--- config.mk ---
export PLATFORM = sky130hd
export DESIGN_NAME = camera_follow
export DESIGN_NICKNAME = d
export VERILOG_FILES = /design/src/rtl/camera_pkg.sv /design/src/rtl/camera_axis.sv /design/src/rtl/camera_follow.sv
export SDC_FILE = /design/constraint.sdc
export NUM_CORES = 1
export LEC_CHECK = 0
export ABC_CLOCK_PERIOD_IN_PS = 4500
export CAP_MARGIN = 20
export CORE_MARGIN = 1.5
export CORE_UTILIZATION = 55
export CTS_BUF_LIST = sky130_fd_sc_hd__clkbuf_4 sky130_fd_sc_hd__clkbuf_8 sky130_fd_sc_hd__clkbuf_16
export DETAILED_ROUTE_END_ITERATION = 10
export PLACE_DENSITY = 0.86
export SLEW_MARGIN = 25
export SYNTH_ARGS = -nofsm -noshare
export SYNTH_HDL_FRONTEND = slang
export SYNTH_SLANG_ARGS = --single-unit
--- constraint.sdc ---
create_clock -name clk_in -period 4.5 [get_ports clk_in]
set_input_delay 0.45 -clock clk_in [delete_from_list [all_inputs] [get_ports clk_in]]
set_output_delay 0.45 -clock clk_in [all_outputs]
set_load 0.03 [all_outputs]
--- src/rtl/camera_pkg.sv ---
// Shared camera-follow types: FSM state encoding and axis indices (also used by the renderer).
package camera_pkg;

    typedef enum logic [2:0] {
        IDLE,
        ERR,
        STEP,
        CLAMP,
        OUT
    } cam_state_t;

    localparam int unsigned AXIS_X = 0;
    localparam int unsigned AXIS_Y = 1;

endpackage

--- src/rtl/camera_axis.sv ---
// One camera axis: error, deadzone, shift-smoothed step and clamp.
// Registered stages advance only on the enables supplied by the top-level FSM.
module camera_axis
    import camera_pkg::*;
#(
    parameter int unsigned POSITION_SIZE = 12,
    parameter int          HALF          = 640,
    parameter int          DZ            = 64,
    parameter int unsigned SHIFT         = 2,
    parameter int          CAM_MIN       = 0,
    parameter int          CAM_MAX       = 1024
) (
    input  logic                            clk_in,
    input  logic                            rst_in,
    input  logic                            err_en,
    input  logic                            step_en,
    input  logic                            have_target,
    input  logic signed [POSITION_SIZE-1:0] snap,
    input  logic signed [POSITION_SIZE-1:0] cam,
    output logic signed [POSITION_SIZE-1:0] nxt_c
);

    // Two guard bits cover snap - HALF - cam and cam + step without overflow.
    localparam int unsigned EW = POSITION_SIZE + 2;

    logic signed [EW-1:0] err_q;
    logic signed [EW-1:0] step_q;
    logic signed [EW-1:0] err_c;
    logic signed [EW-1:0] mag_c;
    logic signed [EW-1:0] over_c;
    logic signed [EW-1:0] shifted_c;
    logic signed [EW-1:0] step_c;
    logic signed [EW-1:0] sum_c;

    always_comb begin
        err_c = '0;
        if (have_target) begin
            err_c = EW'(snap) - EW'(HALF) - EW'(cam);
        end
    end

    // Shift the magnitude, not the signed error, so rounding is toward zero.
    always_comb begin
        mag_c     = err_q[EW-1] ? -err_q : err_q;
        over_c    = mag_c - EW'(DZ);
        shifted_c = over_c >>> SHIFT;
        step_c    = '0;
        if (mag_c > EW'(DZ)) begin
            step_c = (shifted_c == '0) ? EW'(1) : shifted_c;
            if (err_q[EW-1]) begin
                step_c = -step_c;
            end
        end
    end

    always_comb begin
        sum_c = EW'(cam) + step_q;
        if (sum_c < EW'(CAM_MIN)) begin
            nxt_c = POSITION_SIZE'(CAM_MIN);
        end else if (sum_c > EW'(CAM_MAX)) begin
            nxt_c = POSITION_SIZE'(CAM_MAX);
        end else begin
            nxt_c = POSITION_SIZE'(sum_c);
        end
    end

    always_ff @(posedge clk_in) begin
        if (rst_in) begin
            err_q  <= '0;
            step_q <= '0;
        end else begin
            if (err_en) begin
                err_q <= err_c;
            end
            if (step_en) begin
                step_q <= step_c;
            end
        end
    end

endmodule

--- src/rtl/camera_follow.sv ---
// Camera follow: latches the latest centre of mass and, once per frame,
// steps the 2-axis camera offset toward it through the per-axis datapath.
module camera_follow
    import camera_pkg::*;
#(
    parameter int unsigned POSITION_SIZE = 12,
    parameter int          HALF_W        = 640,
    parameter int          HALF_H        = 360,
    parameter int          DZ_X          = 64,
    parameter int          DZ_Y          = 48,
    parameter int unsigned SHIFT         = 2,
    parameter int          CAM_X_MIN     = 0,
    parameter int          CAM_X_MAX     = 1024,
    parameter int          CAM_Y_MIN     = 0,
    parameter int          CAM_Y_MAX     = 512
) (
    input  logic                            clk_in,
    input  logic                            rst_in,
    input  logic signed [POSITION_SIZE-1:0] com_in [1:0],
    input  logic                            com_valid_in,
    input  logic                            new_frame_in,
    output logic signed [POSITION_SIZE-1:0] cam_out [1:0],
    output logic                            cam_valid_out,
    output logic                            frame_overrun_out
);

    cam_state_t                      state;
    logic signed [POSITION_SIZE-1:0] target [1:0];
    logic signed [POSITION_SIZE-1:0] snap   [1:0];
    logic                            have_target;
    logic                            snap_have;
    logic signed [POSITION_SIZE-1:0] nxt_x_c;
    logic signed [POSITION_SIZE-1:0] nxt_y_c;

    camera_axis #(
        .POSITION_SIZE(POSITION_SIZE),
        .HALF         (HALF_W),
        .DZ           (DZ_X),
        .SHIFT        (SHIFT),
        .CAM_MIN      (CAM_X_MIN),
        .CAM_MAX      (CAM_X_MAX)
    ) u_axis_x (
        .clk_in     (clk_in),
        .rst_in     (rst_in),
        .err_en     (state == ERR),
        .step_en    (state == STEP),
        .have_target(snap_have),
        .snap       (snap[AXIS_X]),
        .cam        (cam_out[AXIS_X]),
        .nxt_c      (nxt_x_c)
    );

    camera_axis #(
        .POSITION_SIZE(POSITION_SIZE),
        .HALF         (HALF_H),
        .DZ           (DZ_Y),
        .SHIFT        (SHIFT),
        .CAM_MIN      (CAM_Y_MIN),
        .CAM_MAX      (CAM_Y_MAX)
    ) u_axis_y (
        .clk_in     (clk_in),
        .rst_in     (rst_in),
        .err_en     (state == ERR),
        .step_en    (state == STEP),
        .have_target(snap_have),
        .snap       (snap[AXIS_Y]),
        .cam        (cam_out[AXIS_Y]),
        .nxt_c      (nxt_y_c)
    );

    // Target latch runs every cycle; the FSM only ever reads the frame-start snapshot.
    always_ff @(posedge clk_in) begin
        if (rst_in) begin
            state             <= IDLE;
            target[AXIS_X]    <= '0;
            target[AXIS_Y]    <= '0;
            snap[AXIS_X]      <= '0;
            snap[AXIS_Y]      <= '0;
            have_target       <= 1'b0;
            snap_have         <= 1'b0;
            cam_out[AXIS_X]   <= POSITION_SIZE'(CAM_X_MIN);
            cam_out[AXIS_Y]   <= POSITION_SIZE'(CAM_Y_MIN);
            cam_valid_out     <= 1'b0;
            frame_overrun_out <= 1'b0;
        end else begin
            cam_valid_out <= 1'b0;
            if (com_valid_in) begin
                target[AXIS_X] <= com_in[AXIS_X];
                target[AXIS_Y] <= com_in[AXIS_Y];
                have_target    <= 1'b1;
            end
            if (new_frame_in && (state != IDLE)) begin
                frame_overrun_out <= 1'b1;
            end
            case (state)
                IDLE: begin
                    if (new_frame_in) begin
                        snap[AXIS_X] <= target[AXIS_X];
                        snap[AXIS_Y] <= target[AXIS_Y];
                        snap_have    <= have_target;
                        state        <= ERR;
                    end
                end
                ERR:   state <= STEP;
                STEP:  state <= CLAMP;
                CLAMP: begin
                    cam_out[AXIS_X] <= nxt_x_c;
                    cam_out[AXIS_Y] <= nxt_y_c;
                    state           <= OUT;
                end
                OUT: begin
                    cam_valid_out <= 1'b1;
                    state         <= IDLE;
                end
                default: state <= IDLE;
            endcase
        end
    end

endmodule
==> metrics.csv <==
stage;metric;value;unit
synthesis;syn_nets;1170;
synthesis;Ys Warns;0;
setup_path;Worst Path Required;4800;ps
global_routing;largest net degree at the start of global routing;30;
clock_network;CTS sink cnt;135;
clock_network;cts bufs inserted;17;
run_status;outcome;finished clean;
cells_and_area;final core occ;64.1;%
global_routing;vias in the first global route;7410;
synthesis;flops & latches, synth;135;
drt;router iterations before antenna repair;5;
power;LEAKAGE;0.00432;uW
setup_path;CP delay by family, top;simple AND/OR/NAND/NOR gates;
floorplan;Core Area;16500;um^2
global_routing;busiest grt layer;met2;
floorplan;Die Span Y;133;um
floorplan;Die Width;133;um
setup_path;CP max stage delay;630;ps
sta;max_slew headroom;37.6;%
setup_path;Worst Setup End Kind;register;
drt;initial DRC count;654;
synthesis;Post-synth top flop;dfxtp_1;
sta;crit share post-route;91.8;%
setup_path;critical path's slowest cell;or4_4;
global_routing;routing usage on met2;41.8;%
min_path;worst hold-check path type;reg -> reg;
sta;setup TNS;0;ps
clock_network;htree depth;4;
global_routing;global-route wire length before repair;36200;um
floorplan;Initial Util;56.0;%
power;Worst IR Drop VDD;270;uV
sta;Min Clock Period, post-route;4130;ps
drt;per-cell routed wire length;16.5;um
setup_path;critical path class;reg -> reg;
global_routing;GRT overflow;0;
clock_network;CTS tree;yes;
setup_path;Startpoint Class;register;
drt;post-route ant nets;0;
clock_network;CTS root buf;clkbuf_16;
sta;Slew @ Worst Pin;933;ps
global_routing;GRT met1 Usage;33.8;%
place;placer congestion estimate;0.946;
clock_network;Hold Buf Count CTS;0;
sta;Fin. Hold Viols;0;
global_routing;met3 Use GR;4.18;%
power;PD cells;301;nW/um^2
setup_path;Critical Path, Cell by Cell;or4_4 -> o21ai_2 -> xnor2_1 -> inv_1 -> ha_1 -> inv_1 -> xnor2_1 -> nand4_1 -> a2111oi_4 -> nor2_1 -> ha_1 -> nand2_1 -> a21oi_1 -> and3_1 -> nand4_1 -> o41ai_1 -> o31ai_1 -> xor2_1 -> o21ai_0;
cells_and_area;Nets;1212;
setup_path;worst path buffer plus inverter count;2;
sta;clk_skew;10.3;ps
sta;Slew Viols, Final;0;
synthesis;mapped cell area;9250;um^2
floorplan;die area;17600;um^2
sta;RSZ-0062 raised after global routing;no;
synthesis;async set-or-reset flop fraction in the synthesized netlist;0;%
run;max-cap viol count;0;
synthesis;sequential element share of the synthesized area;34.4;%
cells_and_area;# diodes;0;
synthesis;Mapped Cells;1058;
floorplan;# IOs;54;
clock_network;Reg clk slew, reported paths;60;ps
sta;Final setup viols;0;
setup_path;critical path data arrival time;4430;ps
floorplan;row count;47;
drt;final wirelength;22000;um
place;Setup WS pre-CTS;198;ps
drt;drc violations;0;
place;IO Port Bufs;53;
sta;Worst Slack Setup Final;367;ps
sta;f_max;0.242;GHz
global_routing;All-Layer GR Usage;25.6;%
synthesis;Avg Inst Size Synth;8.74;um^2
setup_path;critical path peak fanout;8;
cells_and_area;Area Growth Syn to Fin;14.6;%
synthesis;EDFF count, synth;48;
clock_network;worst skew pair latency;420;ps
cells_and_area;fraction of layout cells with a size suffix above 1;7.19;%
synthesis;Netlist cell types;78;
clock_network;clock tree buffer depth;2;
drt;total number of vias;7916;
place;hpwl dp;16300;um
global_routing;initial antenna violation count;0;
drt;via density per instance;5.94;
worst register-to-register path, cell delays in order, from the launching register on:
cell       delay [ps]
dfxtp_1           340
or4_4             630
o21ai_2           210
xnor2_1           210
inv_1              80
ha_1              270
inv_1             170
xnor2_1           150
nand4_1           210
a2111oi_4         380
nor2_1            100
ha_1              230
nand2_1            80
a21oi_1            60
and3_1            200
nand4_1            80
o41ai_1            70
o31ai_1           290
xor2_1            170
o21ai_0            80
cell families after synthesis:
kind of cell / share of synthesized area (%)
and+or+nand+nor: 19.5
DFF: 34.4
muxes: 0.663
adders and majority gates: 11.7
AOI/OAI and AO/OA: 20.7
xor gates and xnor gates: 7.29
buffers and inverters: 5.78
routing by layer:
| layer | up-vias | routed length, um |
|---|---|---|
| li1 | 3903 | - |
| met1 | 3696 | 9640 |
| met2 | 274 | 10300 |
| met3 | 43 | 1440 |
| met4 | 0 | 625 |
| met5 | - | 0 |
cell type report:
class / count / area, um^2
clock buffers: 17 / 425
clock inverters: 15 / 166
fillers: 1250 / 5930
inverters: 84 / 315
multi-input cells: 789 / 5550
flip-flops and latches: 135 / 3180
well taps: 220 / 275
repair buffers: 73 / 676
power by group:
group	internal (uW)	total (uW)	switching [uW]
Clock	826	1390	566
Combinational	184	450	266
Sequential	1320	1350	30.1
Total	2330	3190	862
cells in the final DEF, fill, tap and decap left out, types with 10 or more instances in the layout:
master and n:
a21o_1 15, a21oi_1 57, a22oi_1 12, a31oi_1 12, a32o_1 11, and2_1 55, buf_4 20, clkbuf_16 17
clkdlybuf4s50_1 52, dfxtp_1 87, edfxtp_1 48, ha_1 80, inv_1 84, nand2_1 75, nand3_1 20, nand4_1 10
nor2_1 75, nor3_1 30, o21ai_0 49, o31ai_1 22, xnor2_1 44, xor2_1 33
state kept, by name, summed over array words and instances, names as in the netlist:
register,cells
cam_out,24
snap,24
target,24
state,3
frame_overrun_out,1
u_axis_x.err_q,14
cam_valid_out,1
have_target,1
snap_have,1
u_axis_y.step_q,14
u_axis_x.step_q,14
u_axis_y.err_q,14
metrics by stage:
step | total power, uW | hold WS (ps) | instances | instance area, um^2
after global routing | 3310 | 486 | 1333 | 10600
after floorplan | 1690 | 429 | 1058 | 9250
after detailed placement | 1810 | 457 | 1300 | 9970
after CTS | 3200 | 444 | 1332 | 10600
final | 3190 | 464 | 1333 | 10600
after global placement | 1790 | 451 | 1300 | 9970
what timing repair did:
action                                  in CTS  in global routing
endpoints found under the setup margin       0                  1
gates resized for setup                      0                  4
buffers inserted                             0                  1
cell usage after synthesis, types with 7 or more instances:
library cell | count | area, um^2
nand3b_1 | 7 | 52.6
o21a_1 | 9 | 67.6
edfxtp_1 | 48 | 1440
a32oi_1 | 7 | 61.3
a22oi_1 | 12 | 90.1
dfxtp_1 | 87 | 1740
xnor2_1 | 44 | 385
nor3_1 | 30 | 150
ha_1 | 80 | 1000
a21o_1 | 15 | 113
nor4_1 | 10 | 62.6
a21oi_1 | 57 | 285
o21ai_0 | 50 | 250
nor2b_1 | 9 | 56.3
nand3_1 | 20 | 100
a32o_1 | 11 | 110
and2_1 | 55 | 344
xor2_1 | 33 | 289
nand2_1 | 75 | 282
a31oi_1 | 12 | 75.1
a22o_1 | 7 | 61.3
inv_1 | 84 | 315
clkbuf_1 | 44 | 165
nand2b_1 | 9 | 56.3
or3_1 | 9 | 56.3
nor2_1 | 76 | 285
and3_1 | 9 | 56.3
nand4_1 | 10 | 62.6
or2_2 | 7 | 43.8
o31ai_1 | 23 | 173
final timing paths:
kind | to | slack, ps | startpoint | depth (start not counted)
max reg2reg | u_axis_x.step_q[8] | 370 | u_axis_x.err_q[0] | 19
min reg2reg | u_axis_y.step_q[12] | 460 | u_axis_y.step_q[12] | 2
max | u_axis_x.step_q[8] | 370 | u_axis_x.err_q[0] | 19
min | u_axis_y.step_q[12] | 460 | u_axis_y.step_q[12] | 2
Note: power is estimated with default switching activity, not from simulation.
